### src/rtl/bitonic_sort_pipe_pkg.sv
// bitonic_sort_pipe_pkg
// Shared definitions for the pipelined bitonic sorter.
//   elem_t       : element type at the default element width
//   numStages    : number of compare-exchange stages for a given log2(N)
//   stagePhase   : bitonic phase p of a flat stage index
//   stagePass    : pass j inside that phase (partner distance 2^j)
//   partnerDist  : 2^j
//   lowIndex     : lower element index of compare pair c at pass j
//   descBit      : 1 when the pair containing element k sorts descending in phase p
package bitonic_sort_pipe_pkg;

  localparam int ELEM_W_DEFAULT = 4;
  typedef logic [ELEM_W_DEFAULT-1:0] elem_t;

  function automatic int numStages(input int logN);
    return logN * (logN + 1) / 2;
  endfunction

  // Stages are numbered phase by phase; phase p has passes j = p down to 0.
  function automatic int stagePhase(input int s, input int logN);
    int cnt;
    int res;
    cnt = 0;
    res = 0;
    for (int p = 0; p < logN; p++) begin
      for (int j = p; j >= 0; j--) begin
        if (cnt == s) res = p;
        cnt++;
      end
    end
    return res;
  endfunction

  function automatic int stagePass(input int s, input int logN);
    int cnt;
    int res;
    cnt = 0;
    res = 0;
    for (int p = 0; p < logN; p++) begin
      for (int j = p; j >= 0; j--) begin
        if (cnt == s) res = j;
        cnt++;
      end
    end
    return res;
  endfunction

  function automatic int partnerDist(input int j);
    return 1 << j;
  endfunction

  // Insert a zero at bit j of the pair number to get the lower partner.
  function automatic int lowIndex(input int c, input int j);
    return ((c >> j) << (j + 1)) | (c & ((1 << j) - 1));
  endfunction

  // Blocks of size 2^(p+1) alternate direction; in the last phase every
  // index is below N so bit log_N is zero and the whole vector ascends.
  function automatic logic descBit(input int p, input int k);
    return ((k >> (p + 1)) & 1) != 0;
  endfunction

endpackage

### src/rtl/bitonic_sort_pipe_cas.sv
// bitonic_cas
// Combinational two-element compare-exchange.
//   a_i, b_i  : elements at the lower / upper index of the pair
//   dir_i     : 0 = ascending (first_o <= second_o), 1 = descending
//   first_o   : element for the lower index
//   second_o  : element for the upper index
// Equal elements are passed through unswapped.
module bitonic_cas #(
  parameter int elements_width = 4
) (
  input  logic [elements_width-1:0] a_i,
  input  logic [elements_width-1:0] b_i,
  input  logic                      dir_i,
  output logic [elements_width-1:0] first_o,
  output logic [elements_width-1:0] second_o
);

  logic swap;

  always_comb begin
    swap     = dir_i ? (a_i < b_i) : (a_i > b_i);
    first_o  = swap ? b_i : a_i;
    second_o = swap ? a_i : b_i;
  end

endmodule

### src/rtl/bitonic_sort_pipe.sv
// bitonic_sort_pipe
// Fully pipelined bitonic sorter, one N-element vector per cycle, ascending.
//   clk, reset           : clock, synchronous active-high reset
//   in_valid / in_ready  : input handshake, in_ready = global advance
//   in                   : N elements, element 0 at the MSB end
//   out_valid / out_ready: output handshake
//   out                  : sorted vector, element 0 smallest
// Bank 0 registers the raw input; banks 1..S each hold the result of one
// compare-exchange layer, so a vector accepted at edge t is on out after
// edge t+S. All banks advance together or hold together.
module bitonic_sort_pipe
  import bitonic_sort_pipe_pkg::*;
#(
  parameter int N              = 8,
  parameter int log_N          = 3,
  parameter int elements_width = 4
) (
  input  logic                         clk,
  input  logic                         reset,
  input  logic                         in_valid,
  output logic                         in_ready,
  input  logic [0:N*elements_width-1]  in,
  output logic                         out_valid,
  input  logic                         out_ready,
  output logic [0:N*elements_width-1]  out
);

  localparam int W = elements_width;
  localparam int S = numStages(log_N);

  logic [W-1:0] stageData_q [0:S][0:N-1];
  logic [W-1:0] stageData_d [0:S][0:N-1];
  logic [S:0]   stageValid_q;
  logic [S:0]   stageValid_d;
  logic [W-1:0] casOut      [1:S][0:N-1];
  logic         adv;

  assign adv       = !(out_valid && !out_ready);
  assign in_ready  = adv;
  assign out_valid = stageValid_q[S];

  generate
    for (genvar s = 0; s < S; s++) begin : g_stage
      localparam int P = stagePhase(s, log_N);
      localparam int J = stagePass(s, log_N);
      for (genvar c = 0; c < N / 2; c++) begin : g_pair
        localparam int LO = lowIndex(c, J);
        localparam int HI = LO + partnerDist(J);
        bitonic_cas #(
          .elements_width(W)
        ) u_cas (
          .a_i     (stageData_q[s][LO]),
          .b_i     (stageData_q[s][HI]),
          .dir_i   (descBit(P, LO)),
          .first_o (casOut[s+1][LO]),
          .second_o(casOut[s+1][HI])
        );
      end
    end
  endgenerate

  // Bank 0 takes the raw input; every later bank takes the compare-exchange
  // output of its predecessor, valid bit shifting alongside.
  always_comb begin
    stageValid_d    = '0;
    stageValid_d[0] = in_valid;
    for (int k = 0; k < N; k++) begin
      stageData_d[0][k] = in[k*W +: W];
    end
    for (int s = 1; s <= S; s++) begin
      stageValid_d[s] = stageValid_q[s-1];
      for (int k = 0; k < N; k++) begin
        stageData_d[s][k] = casOut[s][k];
      end
    end
  end

  always_ff @(posedge clk) begin
    if (reset) begin
      stageValid_q <= '0;
      for (int s = 0; s <= S; s++) begin
        for (int k = 0; k < N; k++) begin
          stageData_q[s][k] <= '0;
        end
      end
    end else if (adv) begin
      stageValid_q <= stageValid_d;
      for (int s = 0; s <= S; s++) begin
        for (int k = 0; k < N; k++) begin
          stageData_q[s][k] <= stageData_d[s][k];
        end
      end
    end
  end

  always_comb begin
    out = '0;
    for (int k = 0; k < N; k++) begin
      out[k*W +: W] = stageData_q[S][k];
    end
  end

endmodule

### config.mk
export PLATFORM = sky130hd
export DESIGN_NAME = bitonic_sort_pipe
export DESIGN_NICKNAME = d
export VERILOG_FILES = /design/src/rtl/bitonic_sort_pipe_pkg.sv /design/src/rtl/bitonic_sort_pipe_cas.sv /design/src/rtl/bitonic_sort_pipe.sv
export SDC_FILE = /design/constraint.sdc
export NUM_CORES = 1
export LEC_CHECK = 0
export CORE_ASPECT_RATIO = 1.2
export CORE_UTILIZATION = 45
export CTS_CLUSTER_DIAMETER = 80
export DETAILED_ROUTE_END_ITERATION = 10
export DONT_BUFFER_PORTS = 1
export GPL_TIMING_DRIVEN = 0
export SETUP_SLACK_MARGIN = 0.02
export SLEW_MARGIN = 0
export SYNTH_ARGS = -nofsm -noshare
export SYNTH_HDL_FRONTEND = slang
export SYNTH_SLANG_ARGS = --single-unit
### constraint.sdc
create_clock -name clk -period 17.5 [get_ports clk]
set_input_delay 3.5 -clock clk [delete_from_list [all_inputs] [get_ports clk]]
set_output_delay 3.5 -clock clk [all_outputs]
set_load 0.02 [all_outputs]
After elaboration in Yosys (flattened, before gate mapping)
Memory sizes are Yosys's and may differ from the RTL's. Index checks and enable logic that the tools add are counted.

Output and inout port bits: 34. Bits of input ports: 36. Bits in writable memories: 224. Bits in registers: 7. Memories: 1. Word-level logic and storage cells: 194.

Memory list: stageData_q (depth 7, bits a word 32, read ports 7, clocked after Yosys merged registers in 0, write ports 7, RTL line bitonic_sort_pipe.sv:31) `logic [W-1:0] stageData_q [0:S][0:N-1];`.

Magnitude comparators: 24. Muxes and demuxes: 109. Bitwise operators: 56. Reduce and logical (&&, ||, !) cells: 3.

Operator list (number): 2-to-1 mux 4 bit (104); > comparator 4 bit (18); bitwise OR 1 bit (56); less-than comparator 4 bit (6); 2-to-1 mux 1 bit (5); logical NOT 1 bit (2); logical AND 1 bit (1).

Depth between registers and ports, before layout
Gate-level depths: netlist of run 1.

Depth after elaboration: 6. Mapped depth: 8. Mapped depth without buffers: 6.

Hierarchy
From an unflattened synthesis of run 1, not the netlist that was laid out.

Cells, all modules: 1486. Area total of the unflattened synthesis: 17341.6 um2.

Modules (own cells, without submodules): bitonic_sort_pipe (cells each 526, sequential area each 6866.6 um2, times used 1, area an instance 9263.9 um2); bitonic_cas (cells each 40, sequential area each 0.0 um2, times used 24, area an instance 336.6 um2).

Worst setup path after synthesis of run 1
Ideal clock, no wire load.

Path kind: in2reg. Start: input reset. End: memory stageData_q[0][0] (netlist name), enable pin. Data arrival time: 9131 ps. Setup time: 626 ps. Data required time: 16874 ps. Stages: 2. Buffers on the path: 1. Path slack: 7743 ps. Cell sequence: buf_2 nand2b_1.

RTL lines: start, declared (RTL line bitonic_sort_pipe.sv:19) `input logic reset,`; end, declared (RTL line bitonic_sort_pipe.sv:31).

Worst setup path in the final report of run 1
Start: input out_ready. End: output in_ready.

Longest elaborated chain between the ends: 3.

RTL lines: start, declared (RTL line bitonic_sort_pipe.sv:24) `input logic out_ready,`; logical NOT 1 bit (RTL line bitonic_sort_pipe.sv:38) `assign adv = !(out_valid && !out_ready);`; logical AND 1 bit (RTL line bitonic_sort_pipe.sv:38); logical NOT 1 bit (RTL line bitonic_sort_pipe.sv:38); end, declared (RTL line bitonic_sort_pipe.sv:21) `output logic in_ready,`.

Every way passes these cells.

==> flow_summary.json, run 1 <==
{
  "port_buffers": 0,
  "cts_tree": "yes",
  "p_seq_share_pct": 41.4,
  "dr.pass1.iters": 5,
  "core_um2": 31400,
  "clockPowerShare_pct": 30.6,
  "cts_setup_buffers": 0,
  "clkLatencyLatePin_ns": 0.53,
  "area_delta_synth_final_pct": 9.78,
  "crit_fanout": 10,
  "layout-drive-gt1-share_pct": 9.15,
  "clk_pin_slew_ns": 0.06,
  "grtUsageMet2_pct": 35.6,
  "cp_data_required_time_ns": 14.00,
  "met3_usage_pct": 2.20,
  "syn_area_per_cell_um2": 10.6,
  "nets": 1529,
  "cp-end-kind": "output port",
  "synth_seq_cells": 231,
  "yosys_warnings": 0,
  "vias": 11200,
  "skew_ns": 0.0173,
  "pwr-share-comb_pct": 28.0,
  "die_h_um": 198,
  "die_w_um": 165,
  "reg2reg_slack_ns": 15.20,
  "dpl.hpwl_mm": 22.3,
  "gp_congestion": 0.888,
  "grt_usage_pct": 19.1,
  "fp-row-count": 71,
  "ir_drop_uv": 99.6,
  "cts_made_buffers": 27,
  "synthTopCellsByArea": "edfxtp_1 47%, ha_1 8.9%, a32oi_1 8.8%",
  "synth_top_area_share_pct": 46.8,
  "synth.distinct_cells": 31,
  "yosys.area.top_type": "edfxtp_1",
  "n_antenna_cell": 0,
  "finalCriticalPeriod_ns": 7.31,
  "relSlewSlack_pct": 37.6,
  "path_class": "in2out",
  "r2r_end": "stageData_q[4][8]$_SDFFCE_PN0P_",
  "setup_viol_count_final": 0,
  "timing.final.max_slew_violations": 0,
  "fin_cells": 1811,
  "fin_crit_sh_pct": 41.8,
  "cts_sinks": 231,
  "yosysSeqAreaShare_pct": 47.8,
  "fp.dieArea_um2": 32600,
  "worst_slew_pin_slew_ns": 0.936,
  "fmax_ghz": 0.137,
  "synthesis.nets": 1497,
  "rsz0062_at_grt": "false",
  "grt_use_met1_pct": 21.5,
  "syn_area_um2": 14400,
  "setup-tns-final_ns": 0,
  "reg2regPathDepth": 5,
  "crit_arrival_ns": 3.81,
  "ant_nets": 0,
  "busiest_layer": "met2",
  "grt_first_pass_wirelength_mm": 51.1,
  "antenna_found_initial": 0,
  "io-pin-count": 70,
  "outcome": "finished, final reports clean",
  "clk_path_buf_depth": 3,
  "placed_cells": 1763,
  "swShare_pct": 35.1,
  "worstHoldPathType": "reg2reg",
  "hold_viol_final": 0,
  "grt_max_degree": 72,
  "p_switching_mw": 0.604,
  "routed_wirelength_mm": 31.0,
  "cts_root_buffer": "clkbuf_16",
  "avgViaCountPerCell": 6.18,
  "drcViolationCount": 0,
  "wl_per_cell_um": 17.1,
  "grt.overflow.total": 0,
  "pre_cts_ws_ns": 10.18,
  "cts_hold_buf": 0,
  "cts_resized": 0,
  "initial_core_util_pct": 45.8,
  "grt_pass1_vias": 10600,
  "syn_inst": 1359,
  "drt_iter0_drc": 971,
  "holdWs_ns": 0.448,
  "internal-power_mw": 1.11,
  "cap_violations": 0,
  "critPathLaunchType": "input port",
  "setup_slack_ns": 10.19,
  "min_to": "stageValid_q[3]$_SDFFE_PP0N_",
  "timing.rr.start": "stageData_q[3][25]$_SDFFCE_PN0P_",
  "min_from": "stageValid_q[3]$_SDFFE_PP0N_",
  "p_leak_nw": 5.44,
  "whs_path_depth": 2,
  "cts_max_level": 1,
  "power_density_nw_per_um2": 109
}
Yosys cell counts, drive strengths merged:
master,n
a21oi,36
a31oi,144
a32oi,144
and2,38
and4,18
buf,36
clkbuf,9
dfxtp,7
edfxtp,224
ha,102
inv,103
mux2i,36
nand2,198
nand2b,8
nand3,144
nand4,18
nor2,27
nor2b,19
o211a,18
o211ai,18
o21a,6
o21ai,6
flip-flops by register name (all words and copies together) (netlist names):
| signal | count |
|---|---|
| stageData_q | 224 |
| stageValid_q | 7 |
cells in the final DEF, fill, tap and decap left out, types with 6 or more instances in the layout:
master / netlist / layout
o21ai_0: 6 / 6
dfxtp_1: 7 / 7
o211ai_1: 18 / 18
ha_1: 102 / 102
edfxtp_1: 224 / 224
and2_1: 38 / 38
nor2b_1: 18 / 18
a31oi_1: 134 / 134
nand2_1: 198 / 198
nand4_1: 18 / 18
a21oi_1: 18 / 18
a21oi_2: 18 / 18
nor2_1: 9 / 9
o21a_1: 6 / 6
buf_6: 13 / 13
nand3_1: 144 / 144
mux2i_1: 36 / 36
nand2b_1: 7 / 6
buf_2: 19 / 19
inv_1: 102 / 102
clkbuf_16: 0 / 27
a31oi_2: 10 / 10
a32oi_1: 144 / 144
and4_1: 18 / 18
nor2_2: 18 / 18
clkinv_2: 0 / 7
clkbuf_1: 8 / 14
o211a_1: 18 / 18
area by class of cell:
cell class              count  area, um2
plain buffers              45        307
multi-input cells         980       6800
clock buffers              33        698
flip-flops and latches    231       6870
repair buffers              3       67.6
well taps                 401        502
inverters                 103        392
clock inverters            15        130
fillers                  2819      15600
power groups by stage:
stage | Sequential [mW] | Combinational, mW | Clock (mW)
after detailed placement | 0.721 | 0.473 | 0
after floorplan | 0.704 | 0.369 | 0
after global placement | 0.719 | 0.463 | 0
after CTS | 0.709 | 0.474 | 0.541
final | 0.711 | 0.481 | 0.527
after global routing | 0.716 | 0.533 | 0.561
stage by stage:
stage	cell area [um2]	util (%)	power, mW
CTS	15800	50.3	1.72
detailed placement	14900	47.6	1.19
floorplan	14400	-	1.07
global placement	14900	47.4	1.18
finish	15800	50.3	1.72
global route	15800	50.3	1.81
worst max path at each step:
| stage | start | to | slack [ns] |
|---|---|---|---|
| after CTS | out_ready | in_ready | 10.18 |
| final | out_ready | in_ready | 10.19 |
| after global placement | reset | stageData_q[6][27]$_SDFFCE_PN0P_ | 5.64 |
| after detailed placement | out_ready | in_ready | 10.18 |
| after floorplan | reset | stageData_q[0][0]$_SDFFCE_PN0P_ | 7.74 |
| after global routing | out_ready | in_ready | 10.16 |
routing by layer:
layer	routed length, um	vias to the layer above
met1	12300	5316
met3	1220	68
met5	0	-
li1	-	5458
met4	1230	0
met2	16200	344
logic make-up after synthesis:
logic type	after synthesis	share of synthesized area [%]
fa+ha+maj	102	8.89
mux	36	2.51
simple gates	470	16.0
buf+inv	148	4.86
flops	231	47.8
compound gates	372	19.9
critical path, cell delays in order:
cell and delay [ns]:
nor2b_4 0.08, buf_6 0.16, inv_6 0.07
Power figures use the tool's default switching activity.
==> run 2: changes to the inputs <==
--- a/config.mk
+++ b/config.mk
@@ -5,6 +5,7 @@
 export SDC_FILE = /design/constraint.sdc
 export NUM_CORES = 1
 export LEC_CHECK = 0
+export ABC_AREA = 1
 export CORE_ASPECT_RATIO = 1.2
 export CORE_UTILIZATION = 45
 export CTS_CLUSTER_DIAMETER = 80
==> constraint.sdc (replaced) <==
create_clock -name clk -period 6.9 [get_ports clk]
set_input_delay 1.38 -clock clk [delete_from_list [all_inputs] [get_ports clk]]
set_output_delay 1.38 -clock clk [all_outputs]
set_load 0.02 [all_outputs]
==> run 2 against run 1 <==
  * Clock-buffer cell count grew 8
  * Largest power group is now combinational logic
  * Clock power grew to 2.5 times the previous value
  * First-iteration DRC count shrank 41%
  * Final area shrank 4.0%
  * Non-clock buffer count grew 26
  * Die area shrank 4.0%
  * Wire length shrank 15%
  * Worst hold slack gained 0.029 ns
  * Worst setup slack lost 6.5 ns
==> flow_summary.json, run 2 <==
{
  "clkLatencyLatePin_ns": 0.54,
  "io-pin-count": 70,
  "power_density_nw_per_um2": 443,
  "synthTopCellsByArea": "edfxtp_1 49%, ha_1 9.3%, inv_1 8.5%",
  "cts_made_buffers": 26,
  "setup-tns-final_ns": 0,
  "clk_pin_slew_ns": 0.06,
  "crit_chain": "nor2_2 -> inv_1",
  "synth_top_cells_by_count": "312 x inv_1, 296 x nand2_1, 230 x nor2_1",
  "async_flop_share_pct": 0,
  "min_from": "stageValid_q[5]$_SDFFE_PP0N_",
  "holdWs_ns": 0.477,
  "placed_cells": 2046,
  "critPathLaunchType": "input port",
  "synth.most_common_cell": "inv_1",
  "outcome": "finished, final reports clean",
  "internal-power_mw": 3.96,
  "cts_tree": "yes",
  "rsz0062_at_grt": "false",
  "final_cell_mix": "312 x inv_1, 295 x nand2_1, 230 x nor2_1",
  "cp_data_required_time_ns": 5.52,
  "die_w_um": 162,
  "antenna_found_initial": 0,
  "cts_hold_buf": 0,
  "fp-row-count": 69,
  "p_switching_mw": 2.75,
  "crit_family": "simple AND/OR/NAND/NOR gates",
  "p_leak_nw": 7.14,
  "largest_register_ffs": 224,
  "timing.final.max_slew_violations": 0,
  "pwr-share-comb_pct": 46.1,
  "fin_cells": 2092,
  "skew_ns": 0.0177,
  "core_um2": 29900,
  "grt_first_pass_wirelength_mm": 44.2,
  "synthesis.nets": 1793,
  "n_antenna_cell": 0,
  "hold_viol_final": 0,
  "relSlewSlack_pct": 49.3,
  "gp_congestion": 0.908,
  "crit_path_top_delay_cell": "nor2_2",
  "drcViolationCount": 0,
  "synth.distinct_cells": 15,
  "crit_fanout": 3,
  "dpl_cell_area_um2": 14300,
  "dpl.hpwl_mm": 19.7,
  "slowest_delay_ns": 0.25,
  "worstHoldPathType": "reg2reg",
  "cts_root_buffer": "clkbuf_16",
  "area_delta_synth_final_pct": 9.80,
  "synth-main-ff-cell": "edfxtp_1",
  "clk_path_buf_depth": 3,
  "final_common_cell": "inv_1",
  "cap_violations": 0,
  "nets": 1822,
  "grt_usage_pct": 17.2,
  "path_class": "in2out",
  "pre_cts_ws_ns": 3.70,
  "crit_arrival_ns": 1.82,
  "routed_wirelength_mm": 26.5,
  "fin_area_um2": 15100,
  "worst_slew_pin_slew_ns": 0.760,
  "syn_area_um2": 13800,
  "avgViaCountPerCell": 4.85,
  "die_h_um": 194,
  "cp-end-kind": "output port",
  "dr.pass1.iters": 5,
  "finalCriticalPeriod_ns": 3.20,
  "grt_max_degree": 133,
  "clockPowerShare_pct": 19.7,
  "wl_per_cell_um": 12.7,
  "fp.dieArea_um2": 31300,
  "layout-drive-gt1-share_pct": 6.35,
  "yosysSeqAreaShare_pct": 49.8,
  "grt.overflow.total": 0,
  "cts_resized": 0,
  "cts_sinks": 231,
  "grt_pass1_vias": 9672,
  "p_seq_share_pct": 34.2,
  "regMostFlops": "stageData_q",
  "syn_area_per_cell_um2": 8.33,
  "port_buffers": 0,
  "swShare_pct": 41.0,
  "fmax_ghz": 0.313,
  "synth_top_area_share_pct": 48.8,
  "fin_crit_sh_pct": 46.3,
  "reg.largest.list": "stageData_q: 224 flops, stageValid_q: 7 flops",
  "setup_slack_ns": 3.70,
  "synth_seq_cells": 231,
  "startpoint": "out_ready",
  "cts_setup_buffers": 0,
  "drt_iter0_drc": 572,
  "synth-edff-count": 224,
  "timing.rr.start": "stageValid_q[6]$_SDFFE_PP0N_",
  "yosys.area.top_type": "edfxtp_1",
  "crit_buf_inv": 1,
  "ir_drop_uv": 243,
  "ant_nets": 0,
  "initial_core_util_pct": 46.1,
  "setup_viol_count_final": 0,
  "yosys_warnings": 0,
  "vias": 10200,
  "cts_max_level": 1,
  "syn_inst": 1655
}
[run 2: cell types whose count changed after synthesis, sizes merged, moves of 19 or more]
cell,before,now
a21oi,36,204
nand2,198,296
a31oi,144,0
nor2,27,232
and2,38,0
mux2i,36,0
nor2b,19,0
inv,103,312
a32oi,144,0
nand3,144,198
buf,36,71
[run 2: logic make-up (layout without fill, tap and decap cells)]
| family | after synthesis | in the layout | share of synthesized area, % |
|---|---|---|---|
| and+or+nand+nor | 726 | 726 | 21.6 |
| DFF | 231 | 231 | 49.8 |
| AOI/OAI and AO/OA | 211 | 211 | 7.71 |
| adders and majority gates | 102 | 102 | 9.26 |
| buffers and inverters | 385 | 432 | 11.6 |
[run 2: area by class of cell]
class                      instances  area (um2)
fill                            2832       14700
sequential                       231        6870
multi-input combinational       1039        5330
inverter                         312        1170
clock buffer                      41         768
tap                              390         488
buffer                            73         428
clock inverter                     5        50.0
timing repair buffer               1        27.5
[run 2: power groups by stage]
stage | Sequential [mW] | Clock (mW) | Combinational [mW]
after CTS | 2.30 | 1.36 | 3.10
after detailed placement | 2.33 | 0 | 3.08
after global routing | 2.33 | 1.40 | 3.62
after global placement | 2.32 | 0 | 3.02
final | 2.29 | 1.32 | 3.10
after floorplan | 2.24 | 0 | 2.51
[run 2: metal layers]
metal,routed length [um],vias up,part of all wire (%),track usage (%)
met5,0,-,0,0
met4,1500,0,5.7,9.82
met3,780,71,2.9,2.25
met2,14000,169,53,33.8
met1,10200,4498,38,17.0
li1,-,5414,-,-
[run 2: final timing paths]
path / to / slack [ns] / cells after the start
min: stageValid_q[6]$_SDFFE_PP0N_ / 0.48 / 2
max: in_ready / 3.70 / 2
min reg2reg: stageValid_q[6]$_SDFFE_PP0N_ / 0.48 / 2
max reg2reg: stageData_q[5][0]$_SDFFCE_PN0P_ / 4.64 / 4
[run 2: metrics by stage]
stage	util, %	total power, mW
after floorplan	-	4.75
after global placement	47.8	5.34
after detailed placement	47.9	5.41
after CTS	50.7	6.76
after global routing	50.7	7.36
final	50.7	6.71
==> run 3: changes to the inputs <==
==> constraint.sdc (replaced) <==
create_clock -name clk -period 2.61 [get_ports clk]
set_input_delay 0.522 -clock clk [delete_from_list [all_inputs] [get_ports clk]]
set_output_delay 0.522 -clock clk [all_outputs]
set_load 0.02 [all_outputs]
==> run 3 against run 2 <==
  * Worst setup slack worse by 3.3 ns
  * Clock-buffer cell count is 8 lower
  * Core utilization hardly changed
  * Worst hold slack got worse by 0.38 ns
  * Largest power group unchanged
==> flow_summary.json, run 3 (synthesis results as in run 2) <==
{
  "die_h_um": 194,
  "cts_setup_buffers": 0,
  "clk_path_buf_depth": 3,
  "timing.final.max_slew_violations": 0,
  "layout-drive-gt1-share_pct": 6.40,
  "drcViolationCount": 0,
  "whs_path_depth": 1,
  "final_common_cell": "inv_1",
  "worstHoldPathType": "in2reg",
  "gp_congestion": 0.894,
  "busiest_layer": "met2",
  "fp.dieArea_um2": 31300,
  "grt_pass1_vias": 9438,
  "area_delta_synth_final_pct": 9.84,
  "holdWs_ns": 0.0969,
  "r2r_end": "stageData_q[6][20]$_SDFFCE_PN0P_",
  "slowest_delay_ns": 0.47,
  "placed_cells": 2046,
  "wl_per_cell_um": 12.5,
  "n_antenna_cell": 0,
  "crit_arrival_ns": 2.35,
  "initial_core_util_pct": 46.1,
  "cts_tree": "yes",
  "fin_util_pct": 50.7,
  "dpl.hpwl_mm": 19.4,
  "hold_viol_final": 0,
  "min_to": "stageValid_q[6]$_SDFFE_PP0N_",
  "final_cell_mix": "312 x inv_1, 295 x nand2_1, 230 x nor2_1",
  "cts_root_buffer": "clkbuf_16",
  "ir_drop_uv": 547,
  "crit_chain": "inv_1 -> nor2_2 -> nand2_8 -> buf_16",
  "reg2regPathDepth": 4,
  "fmax_ghz": 0.460,
  "core_um2": 29900,
  "worst_slew_pin_slew_ns": 0.743,
  "vias": 10200,
  "crit_path_top_delay_cell": "buf_16",
  "cts_made_buffers": 26,
  "relSlewSlack_pct": 50.5,
  "skew_ns": 0.0128,
  "die_w_um": 162,
  "largest_register_ffs": 224,
  "met3_usage_pct": 2.35,
  "regMostFlops": "stageData_q",
  "critPathLaunchType": "register",
  "cts_sinks": 231,
  "setup_viol_count_final": 0,
  "path_class": "reg2reg",
  "port_buffers": 0,
  "drt_iter0_drc": 490,
  "routed_wirelength_mm": 26.1,
  "grt.overflow.total": 0,
  "crit_fanout": 132,
  "dr.pass1.iters": 5,
  "avgViaCountPerCell": 4.86,
  "timing.rr.start": "stageValid_q[6]$_SDFFE_PP0N_",
  "antenna_found_initial": 0,
  "grt_first_pass_wirelength_mm": 43.5,
  "grtUsageMet2_pct": 33.9,
  "outcome": "finished, final reports clean",
  "grt_use_met1_pct": 17.0,
  "cts_max_level": 1,
  "finalCriticalPeriod_ns": 2.17,
  "ant_nets": 0,
  "io-pin-count": 70,
  "clk_pin_slew_ns": 0.06,
  "grt_usage_pct": 16.9,
  "reg.largest.list": "stageData_q: 224 flops, stageValid_q: 7 flops",
  "min_from": "reset",
  "cp_data_required_time_ns": 2.78,
  "cp-end-kind": "register",
  "cts_hold_buf": 0,
  "cap_violations": 0,
  "rsz0062_at_grt": "false",
  "grt_max_degree": 133,
  "nets": 1822,
  "clkLatencyLatePin_ns": 0.53,
  "fp-row-count": 69,
  "fin_crit_sh_pct": 83.2,
  "p_leak_nw": 7.14,
  "cts_resized": 0,
  "power_mw": 17.7,
  "fin_cells": 2094,
  "power_density_nw_per_um2": 1170,
  "reg2reg_slack_ns": 0.44
}
==> run 3: changes by cell type in the layout (fill, tap and decap cells not counted) <==
cell        previous run  this run
bufinv_16              1         2
clkbuf_1              12         8
clkbuf_8               4         0
clkinv_1               3         8
clkinv_2               0         2
clkinv_4               1         0
clkinvlp_4             0         2
inv_8                  0         1
==> run 3: metrics by stage <==
| stage | instance area, um2 | TNS (ns) | setup WS [ns] |
|---|---|---|---|
| global route | 15100 | 0 | 0.232 |
| floorplan | 13800 | 0 | 0.0463 |
| global placement | 14300 | -118.16 | -0.537 |
| detailed placement | 14300 | 0 | 0.430 |
| finish | 15100 | 0 | 0.437 |
| CTS | 15100 | 0 | 0.429 |
==> run 3: final cells by class <==
| cell class | count | area, um2 |
|---|---|---|
| multi-input cells | 1039 | 5330 |
| clock buffers | 33 | 698 |
| clock inverters | 15 | 126 |
| plain buffers | 73 | 428 |
| fillers | 2815 | 14700 |
| repair buffers | 1 | 27.5 |
| well taps | 390 | 488 |
| inverters | 312 | 1170 |
| flip-flops and latches | 231 | 6870 |
==> run 3: power by group <==
group / internal [mW] / switching [mW] / total [mW]
Sequential: 5.33 / 0.730 / 6.06
Clock: 2.08 / 1.44 / 3.52
Combinational: 3.02 / 5.14 / 8.16
Total: 10.4 / 7.30 / 17.7
==> run 3: routing by layer <==
layer	vias up	wire (um)	part of all wire (%)
met4	0	999	3.8
met1	4510	10100	39
li1	5426	-	-
met2	187	14200	54
met3	59	856	3.3
met5	-	0	0
==> run 3: worst max-delay path by stage <==
stage / start / to
CTS: stageValid_q[6]$_SDFFE_PP0N_ / stageData_q[6][8]$_SDFFCE_PN0P_
finish: stageValid_q[6]$_SDFFE_PP0N_ / stageData_q[6][20]$_SDFFCE_PN0P_
floorplan: out_ready / stageValid_q[6]$_SDFFE_PP0N_
detailed placement: out_ready / stageData_q[6][26]$_SDFFCE_PN0P_
global placement: out_ready / stageData_q[6][28]$_SDFFCE_PN0P_
global route: stageValid_q[6]$_SDFFE_PP0N_ / stageData_q[6][23]$_SDFFCE_PN0P_
==> run 3: worst max-delay path, delay by kind of cell, from the launching register on <==
kind,cells,cell delay [ns]
and+or+nand+nor,2,0.71
buffers and inverters,2,0.55
DFF,1,0.44
